--- config.mk ---
export PLATFORM = sky130hd
export DESIGN_NAME = spi_reg_arbiter_flat
export DESIGN_NICKNAME = d
export VERILOG_FILES = /design/src/rtl/spi_reg_arbiter_if.sv /design/src/rtl/spi_reg_arbiter.sv /design/src/flat_wrapper.sv
export SDC_FILE = /design/constraint.sdc
export NUM_CORES = 1
export LEC_CHECK = 0
export ABC_AREA = 1
export CAP_MARGIN = 20
export CORE_UTILIZATION = 50
export CTS_CLUSTER_SIZE = 24
export DETAILED_ROUTE_END_ITERATION = 8
export PLACE_DENSITY = 0.71
export SLEW_MARGIN = 20
export SYNTH_ARGS = -nofsm -noshare
export SYNTH_HDL_FRONTEND = slang
export SYNTH_SLANG_ARGS = --single-unit
--- constraint.sdc ---
create_clock -name clk -period 6.1 [get_ports clk]
set_clock_uncertainty 0.15 [all_clocks]
set_input_delay 1.83 -clock clk [delete_from_list [all_inputs] [get_ports clk]]
set_output_delay 1.83 -clock clk [all_outputs]
set_load 0.05 [all_outputs]
--- src/rtl/spi_reg_arbiter_if.sv ---
// Bus bundle for spi_reg_arbiter: SPI byte stream, host access port,
// debug read port and the overrun flag. The arbiter uses the slave side.
interface spi_reg_arbiter_if #(
    parameter int ADDR_W = 3,
    parameter int DATA_W = 8
);
    logic              spi_cs_n;
    logic              spi_rx_valid;
    logic [DATA_W-1:0] spi_rx_byte;
    logic              spi_tx_load;
    logic [DATA_W-1:0] spi_tx_byte;

    logic              host_req;
    logic              host_we;
    logic [ADDR_W-1:0] host_addr;
    logic [DATA_W-1:0] host_wdata;
    logic              host_gnt;
    logic              host_rvalid;
    logic [DATA_W-1:0] host_rdata;

    logic [ADDR_W-1:0] debug_addr;
    logic [DATA_W-1:0] debug_byte;
    logic              overrun;

    modport slave (
        input  spi_cs_n, spi_rx_valid, spi_rx_byte,
        input  host_req, host_we, host_addr, host_wdata,
        input  debug_addr,
        output spi_tx_load, spi_tx_byte,
        output host_gnt, host_rvalid, host_rdata,
        output debug_byte, overrun
    );

    modport master (
        output spi_cs_n, spi_rx_valid, spi_rx_byte,
        output host_req, host_we, host_addr, host_wdata,
        output debug_addr,
        input  spi_tx_load, spi_tx_byte,
        input  host_gnt, host_rvalid, host_rdata,
        input  debug_byte, overrun
    );
endinterface

--- src/rtl/spi_reg_arbiter.sv ---
// Register bank shared between an SPI command decoder and a host port.
// SPI ops go through a one-entry pending buffer; ties between the pending
// SPI op and the host alternate based on who won last.
module spi_reg_arbiter #(
    parameter int ADDR_W = 3,
    parameter int DATA_W = 8
) (
    input  logic             clk,
    input  logic             rst,
    spi_reg_arbiter_if.slave bus
);
    localparam int NUM_REGS = 2 ** ADDR_W;

    typedef enum logic [1:0] {S_IDLE, S_WDATA, S_RDATA} state_t;

    state_t            state, state_nx;
    logic [ADDR_W-1:0] addr, addr_nx;

    logic              post, post_we;
    logic [ADDR_W-1:0] post_addr;

    logic              pend_vld, pend_we;
    logic [ADDR_W-1:0] pend_addr;
    logic [DATA_W-1:0] pend_data;

    logic [DATA_W-1:0] bank [NUM_REGS];
    logic              last_spi;   // 0 = host won last, so SPI takes the next tie
    logic              spi_win, host_win;
    logic              rx_take, rx_ok;

    logic              tx_load, rvalid, ovr;
    logic [DATA_W-1:0] tx_byte, rdata;

    // A byte only counts inside a frame; it is dropped if the buffer is still full
    assign rx_take = bus.spi_rx_valid && !bus.spi_cs_n;
    assign rx_ok   = rx_take && !pend_vld;

    // SPI decoder next-state: command byte, then write data or dummy read bytes
    always_comb begin
        state_nx  = state;
        addr_nx   = addr;
        post      = 1'b0;
        post_we   = 1'b0;
        post_addr = addr;
        if (bus.spi_cs_n) begin
            state_nx = S_IDLE;
        end else if (rx_ok) begin
            case (state)
                S_IDLE: begin
                    addr_nx = bus.spi_rx_byte[ADDR_W-1:0];
                    if (bus.spi_rx_byte[DATA_W-1]) begin
                        state_nx = S_WDATA;
                    end else begin
                        post      = 1'b1;
                        post_addr = bus.spi_rx_byte[ADDR_W-1:0];
                        state_nx  = S_RDATA;
                    end
                end
                S_WDATA: begin
                    post      = 1'b1;
                    post_we   = 1'b1;
                    post_addr = addr;
                    addr_nx   = addr + 1'b1;
                end
                S_RDATA: begin
                    post      = 1'b1;
                    post_addr = addr + 1'b1;
                    addr_nx   = addr + 1'b1;
                end
                default: state_nx = S_IDLE;
            endcase
        end
    end

    // SPI decoder state and burst address
    always_ff @(posedge clk) begin
        if (rst) begin
            state <= S_IDLE;
            addr  <= '0;
        end else begin
            state <= state_nx;
            addr  <= addr_nx;
        end
    end

    // One-entry pending buffer; a post and a grant can never coincide
    always_ff @(posedge clk) begin
        if (rst) begin
            pend_vld  <= 1'b0;
            pend_we   <= 1'b0;
            pend_addr <= '0;
            pend_data <= '0;
        end else if (post) begin
            pend_vld  <= 1'b1;
            pend_we   <= post_we;
            pend_addr <= post_addr;
            pend_data <= bus.spi_rx_byte;
        end else if (spi_win) begin
            pend_vld  <= 1'b0;
        end
    end

    // Sticky overrun: set whenever an in-frame byte finds the buffer full
    always_ff @(posedge clk) begin
        if (rst)                      ovr <= 1'b0;
        else if (rx_take && pend_vld) ovr <= 1'b1;
    end

    // Round-robin on ties, otherwise whoever is asking
    assign spi_win  = pend_vld && (!bus.host_req || !last_spi);
    assign host_win = bus.host_req && !spi_win;

    // Single bank access per cycle: winner writes or captures read data
    always_ff @(posedge clk) begin
        if (rst) begin
            for (int i = 0; i < NUM_REGS; i++) bank[i] <= '0;
            last_spi <= 1'b0;
            tx_load  <= 1'b0;
            tx_byte  <= '0;
            rvalid   <= 1'b0;
            rdata    <= '0;
        end else begin
            tx_load <= 1'b0;
            rvalid  <= 1'b0;
            if (spi_win) begin
                last_spi <= 1'b1;
                if (pend_we) begin
                    bank[pend_addr] <= pend_data;
                end else begin
                    tx_byte <= bank[pend_addr];
                    tx_load <= 1'b1;
                end
            end else if (host_win) begin
                last_spi <= 1'b0;
                if (bus.host_we) begin
                    bank[bus.host_addr] <= bus.host_wdata;
                end else begin
                    rdata  <= bank[bus.host_addr];
                    rvalid <= 1'b1;
                end
            end
        end
    end

    assign bus.host_gnt    = host_win;
    assign bus.host_rvalid = rvalid;
    assign bus.host_rdata  = rdata;
    assign bus.spi_tx_load = tx_load;
    assign bus.spi_tx_byte = tx_byte;
    assign bus.overrun     = ovr;
    assign bus.debug_byte  = bank[bus.debug_addr];
endmodule

--- src/flat_wrapper.sv ---
// flat-port wrapper written by rule: the top's interface ports become plain ports
module spi_reg_arbiter_flat 
#(
    parameter int ADDR_W = 3,
    parameter int DATA_W = 8
)
  (clk, rst, bus_spi_cs_n, bus_spi_rx_valid, bus_spi_rx_byte, bus_host_req, bus_host_we, bus_host_addr, bus_host_wdata, bus_debug_addr, bus_spi_tx_load, bus_spi_tx_byte, bus_host_gnt, bus_host_rvalid, bus_host_rdata, bus_debug_byte, bus_overrun);
  spi_reg_arbiter_if #(.ADDR_W(ADDR_W), .DATA_W(DATA_W)) bus_i ();
  input  logic clk;
  input  logic rst;
  input wire logic [$bits(bus_i.spi_cs_n)-1:0] bus_spi_cs_n;
  input wire logic [$bits(bus_i.spi_rx_valid)-1:0] bus_spi_rx_valid;
  input wire logic [$bits(bus_i.spi_rx_byte)-1:0] bus_spi_rx_byte;
  input wire logic [$bits(bus_i.host_req)-1:0] bus_host_req;
  input wire logic [$bits(bus_i.host_we)-1:0] bus_host_we;
  input wire logic [$bits(bus_i.host_addr)-1:0] bus_host_addr;
  input wire logic [$bits(bus_i.host_wdata)-1:0] bus_host_wdata;
  input wire logic [$bits(bus_i.debug_addr)-1:0] bus_debug_addr;
  output wire logic [$bits(bus_i.spi_tx_load)-1:0] bus_spi_tx_load;
  output wire logic [$bits(bus_i.spi_tx_byte)-1:0] bus_spi_tx_byte;
  output wire logic [$bits(bus_i.host_gnt)-1:0] bus_host_gnt;
  output wire logic [$bits(bus_i.host_rvalid)-1:0] bus_host_rvalid;
  output wire logic [$bits(bus_i.host_rdata)-1:0] bus_host_rdata;
  output wire logic [$bits(bus_i.debug_byte)-1:0] bus_debug_byte;
  output wire logic [$bits(bus_i.overrun)-1:0] bus_overrun;
  assign bus_i.spi_cs_n = bus_spi_cs_n;
  assign bus_i.spi_rx_valid = bus_spi_rx_valid;
  assign bus_i.spi_rx_byte = bus_spi_rx_byte;
  assign bus_i.host_req = bus_host_req;
  assign bus_i.host_we = bus_host_we;
  assign bus_i.host_addr = bus_host_addr;
  assign bus_i.host_wdata = bus_host_wdata;
  assign bus_i.debug_addr = bus_debug_addr;
  assign bus_spi_tx_load = bus_i.spi_tx_load;
  assign bus_spi_tx_byte = bus_i.spi_tx_byte;
  assign bus_host_gnt = bus_i.host_gnt;
  assign bus_host_rvalid = bus_i.host_rvalid;
  assign bus_host_rdata = bus_i.host_rdata;
  assign bus_debug_byte = bus_i.debug_byte;
  assign bus_overrun = bus_i.overrun;
  spi_reg_arbiter #(.ADDR_W(ADDR_W), .DATA_W(DATA_W)) u_core (.clk(clk), .rst(rst), .bus(bus_i));
endmodule
==> results of run 1 <==
## state kept, by name (all words and copies together) (netlist names)
signal                  count
u_core.state                2
u_core.pend_addr            3
u_core.bus.host_rvalid      1
u_core.pend_vld             1
u_core.pend_we              1
u_core.bus.overrun          1
u_core.pend_data            8
u_core.bank                64
u_core.bus.spi_tx_load      1
u_core.addr                 3
u_core.last_spi             1
u_core.bus.spi_tx_byte      8
u_core.bus.host_rdata       8
## cells by family (layout without fill, tap and decap cells)
kind of cell	after synthesis	in the layout	share of synthesized area (%)
fa+ha+maj	5	5	1.03
compound gates	127	127	12.6
simple gates	445	445	33.1
buf+inv	141	181	9.05
flops	102	102	44.2
## power groups by stage
| stage | clock (mW) | sequential, mW | combinational (mW) |
|---|---|---|---|
| after floorplan | 0 | 0.810 | 0.218 |
| after global routing | 0.634 | 0.789 | 0.388 |
| after CTS | 0.605 | 0.786 | 0.356 |
| after global placement | 0 | 0.800 | 0.349 |
| final | 0.600 | 0.787 | 0.359 |
| after detailed placement | 0 | 0.801 | 0.355 |
## cell type report
type	count	area share, %
Tap cell	143	2.52
Clock inverter	6	1.08
Multi-Input combinational cell	577	40.1
Sequential cell	102	37.8
Inverter	101	5.35
Timing Repair Buffer	65	9.96
Clock buffer	9	3.18
## layer usage
layer  vias up  routed length [µm]  part of all wire, %
li1       2745                   -                    -
met2       325                7620                   43
met1      2604                7990                   45
met4         0                 406                  2.3
met3        32                1680                  9.5
met5         -                   0                    0
## cells in the final DEF, fill, tap and decap left out, types with 4 or more instances in the layout
cell type        instances
dfxtp_1                 38
a21oi_1                 58
nand2_1                196
clkdlybuf4s50_1         47
inv_2                    5
nand2_4                 12
edfxtp_1                64
o21ai_0                 47
ha_1                     5
nor2_4                   4
clkbuf_16                9
o21a_1                   8
inv_1                   93
buf_12                   8
o21ai_4                  8
nor2_1                  90
buf_4                   10
nand3_1                132
## worst register-to-register path, cell delays in order, from the launching register on
cell	delay, ns
dfxtp_1	0.88
clkinv_1	0.79
nand2_2	0.28
nand2_4	0.11
nor2_4	0.17
nand2_4	0.11
nand2_1	0.29
## metrics by stage
stage / instances / setup WS [ns] / cell area, µm²
after floorplan: 820 / 1.06 / 6070
after global placement: 988 / 0.644 / 6790
after detailed placement: 988 / 0.638 / 6790
after CTS: 1003 / 0.633 / 7090
after global routing: 1003 / 0.572 / 7090
final: 1003 / 0.642 / 7090
## final timing paths
kind                             from            endpoint  depth (start not counted)  slack, ns
setup / recovery         bus_host_req        bus_host_gnt                          4       0.64
hold / removal     u_core.bus.overrun  u_core.bus.overrun                          2       0.31
setup reg to reg  u_core.pend_addr[1]   u_core.bank[3][2]                          6       3.00
hold reg to reg    u_core.bus.overrun  u_core.bus.overrun                          2       0.31
==> out/qor_table.md, run 1 <==
| Quantity | Value |
| --- | --- |
| Commonest cells in the netlist | nand2_1, nand3_1, inv_1 |
| FMAX | 183 MHz |
| Internal power | 1.21 mW |
| Setup Buffers After CTS | 0 |
| # Max-Cap Violations | 0 |
| Final critical delay including setup and external delays | 5.46 ns |
| Worst path top cell family by delay | buffers and inverters |
| Crit path largest cell delay | 0.86 ns |
| Area used by multi-input combinational logic | 0.00284 mm² |
| Final period util | 89.5% |
| Overflow left after global routing | 0 |
| H-tree level count | 3 |
| Type of the most critical hold path | reg2reg |
| Most frequent cell after synthesis | nand2_1 |
| Via count of the first global-routing pass | 5156 |
| Power share of the clock group | 34.4% |
| Post-synthesis cell type count | 29 |
| Slowest cell on the critical path | clkdlybuf4s50_1 |
| Grt met1 use | 43.7% |
| Detailed Place HPWL | 13.0 mm |
| Routed via count divided by cell count | 5.69 |
| Number of setup violations in the final report | 0 |
| Path type of the worst setup path | in2out |
| Syn Area/Cell | 7.40 µm² |
| Most area-consuming cells after synthesis | edfxtp_1, dfxtp_1, nand2_1, nand3_1, inv_1 |
| Register area share after synthesis | 44.2% |
| Proportion of register bits with asynchronous set or reset after synthesis | 0% |
| Count of nets left with antenna violations after detail routing | 0 |
| Number of slew-limit violations in the final report | 0 |
| Die H | 112 µm |
| Synthesized instance count | 820 |
| GR peak layer | met1 |
| Worst path cell trace | clkdlybuf4s50_1, inv_1, a21oi_4, clkdlybuf4s50_1 |
| Leakage power | 3.06 nW |
| Fraction of power spent switching nets | 30.8% |
| Failing checks | design-rule violations |
| First-pass GRT wire length | 28.0 mm |
| Number of antenna violations at the first check in global routing | 0 |
| Clock buffers created by TritonCTS | 9 |
| Number of violations reported at the end of detailed-routing iteration 0 | 699 |
| Input/output buffers | 55 |
| Total number of nets in the final design | 889 |
| # IOs | 56 |
| Clock root cell | clkbuf_16 |
| Overall power after layout | 1.75 mW |
| Maximum number of pins on one net before global-route repair | 36 |
| Final GP Congestion | 0.917 |
| Final Hold Viols | 0 |
| Worst skew pair latency | 0.36 ns |
| Sum of buffers and inverters on the critical path | 3 |
| Clock tree from TritonCTS | yes |
| Max-slew headroom at the worst pin | 42.7% |
| Fill count | 1064 |
| Cell occurring most often along the worst timing path | clkdlybuf4s50_1 |
| Area enclosed by the die boundary | 0.0126 mm² |
| RSZ-0062 raised after global routing | false |
| Drt pass-1 iters | 9 |
| Met2 Usage GRT | 42.6% |
| Starting Density | 52.3% |
| Buffer depth of the longest clock path | 2 |
| Worst-Margin Slew | 0.857 ns |
| Layout cells sized above 1 | 8.26% |
| Relative contribution of combinational cells to total power | 20.5% |
| Core ar. | 0.0116 mm² |
| Critical path endpoint category | primary output |
| Crit path launch type | input pin |
| Per-cell routed wire length | 17.6 µm |
| Layout Utilization | 61.0% |
| Sw power | 0.538 mW |
| Clock-pin slew on the worst setup and hold paths | 0.07 ns |
| Worst voltage drop across the vdd grid | 171 µV |
| PostCTS Resize Cnt | 0 |
| Antenna cells | 0 |
| Synth Register Bits | 102 |
| Synth-to-layout area growth | 16.7% |
| Combined area of all synthesized cells | 0.00607 mm² |
| Fraction of post-synthesis cell area in the top cell type by area | 31.7% |
| Run status | finished with violations |
| Die width | 112 µm |
| Total wirelength of the detailed-routed design | 17.7 mm |
| Hold Worst Slack | 0.305 ns |
| Relative contribution of sequential cells to total power | 45.1% |
| CP Max Fanout | 9 |
| Synth warnings | 0 |
| Residual DRC count | 4 |
| Crit path arrival time | 3.48 ns |
| Row cnt | 39 |
| Sequential cell area | 0.00268 mm² |
| Accumulated negative setup slack | 0 ns |
| Data required time of the critical path | 4.12 ns |
| Global-route usage over all layers | 29.4% |
| Main synth FF type | edfxtp_1 |
| Number of enable flip-flop cells after synthesis | 64 |
| Number of buffers added to fix hold violations after cts | 0 |
| CTS sink cnt | 102 |
| Leading area contributor after synthesis | edfxtp_1 |
| Met3 routing resource usage after global routing | 5.35% |
| Synthesized Nets | 853 |
| Number of vias in the routed layout | 5706 |
| Areal power density over the cells | 246 mW/mm² |
Power figures use the tool's default switching activity.
==> inputs of run 2 (changes only) <==
--- a/config.mk
+++ b/config.mk
@@ -11,7 +11,7 @@
 export CTS_CLUSTER_SIZE = 24
 export DETAILED_ROUTE_END_ITERATION = 8
 export PLACE_DENSITY = 0.71
-export SLEW_MARGIN = 20
+export SLEW_MARGIN = 30
 export SYNTH_ARGS = -nofsm -noshare
 export SYNTH_HDL_FRONTEND = slang
 export SYNTH_SLANG_ARGS = --single-unit
==> results of run 2 <==
The final DEF is identical to that of run 1; final timing and power are the same.
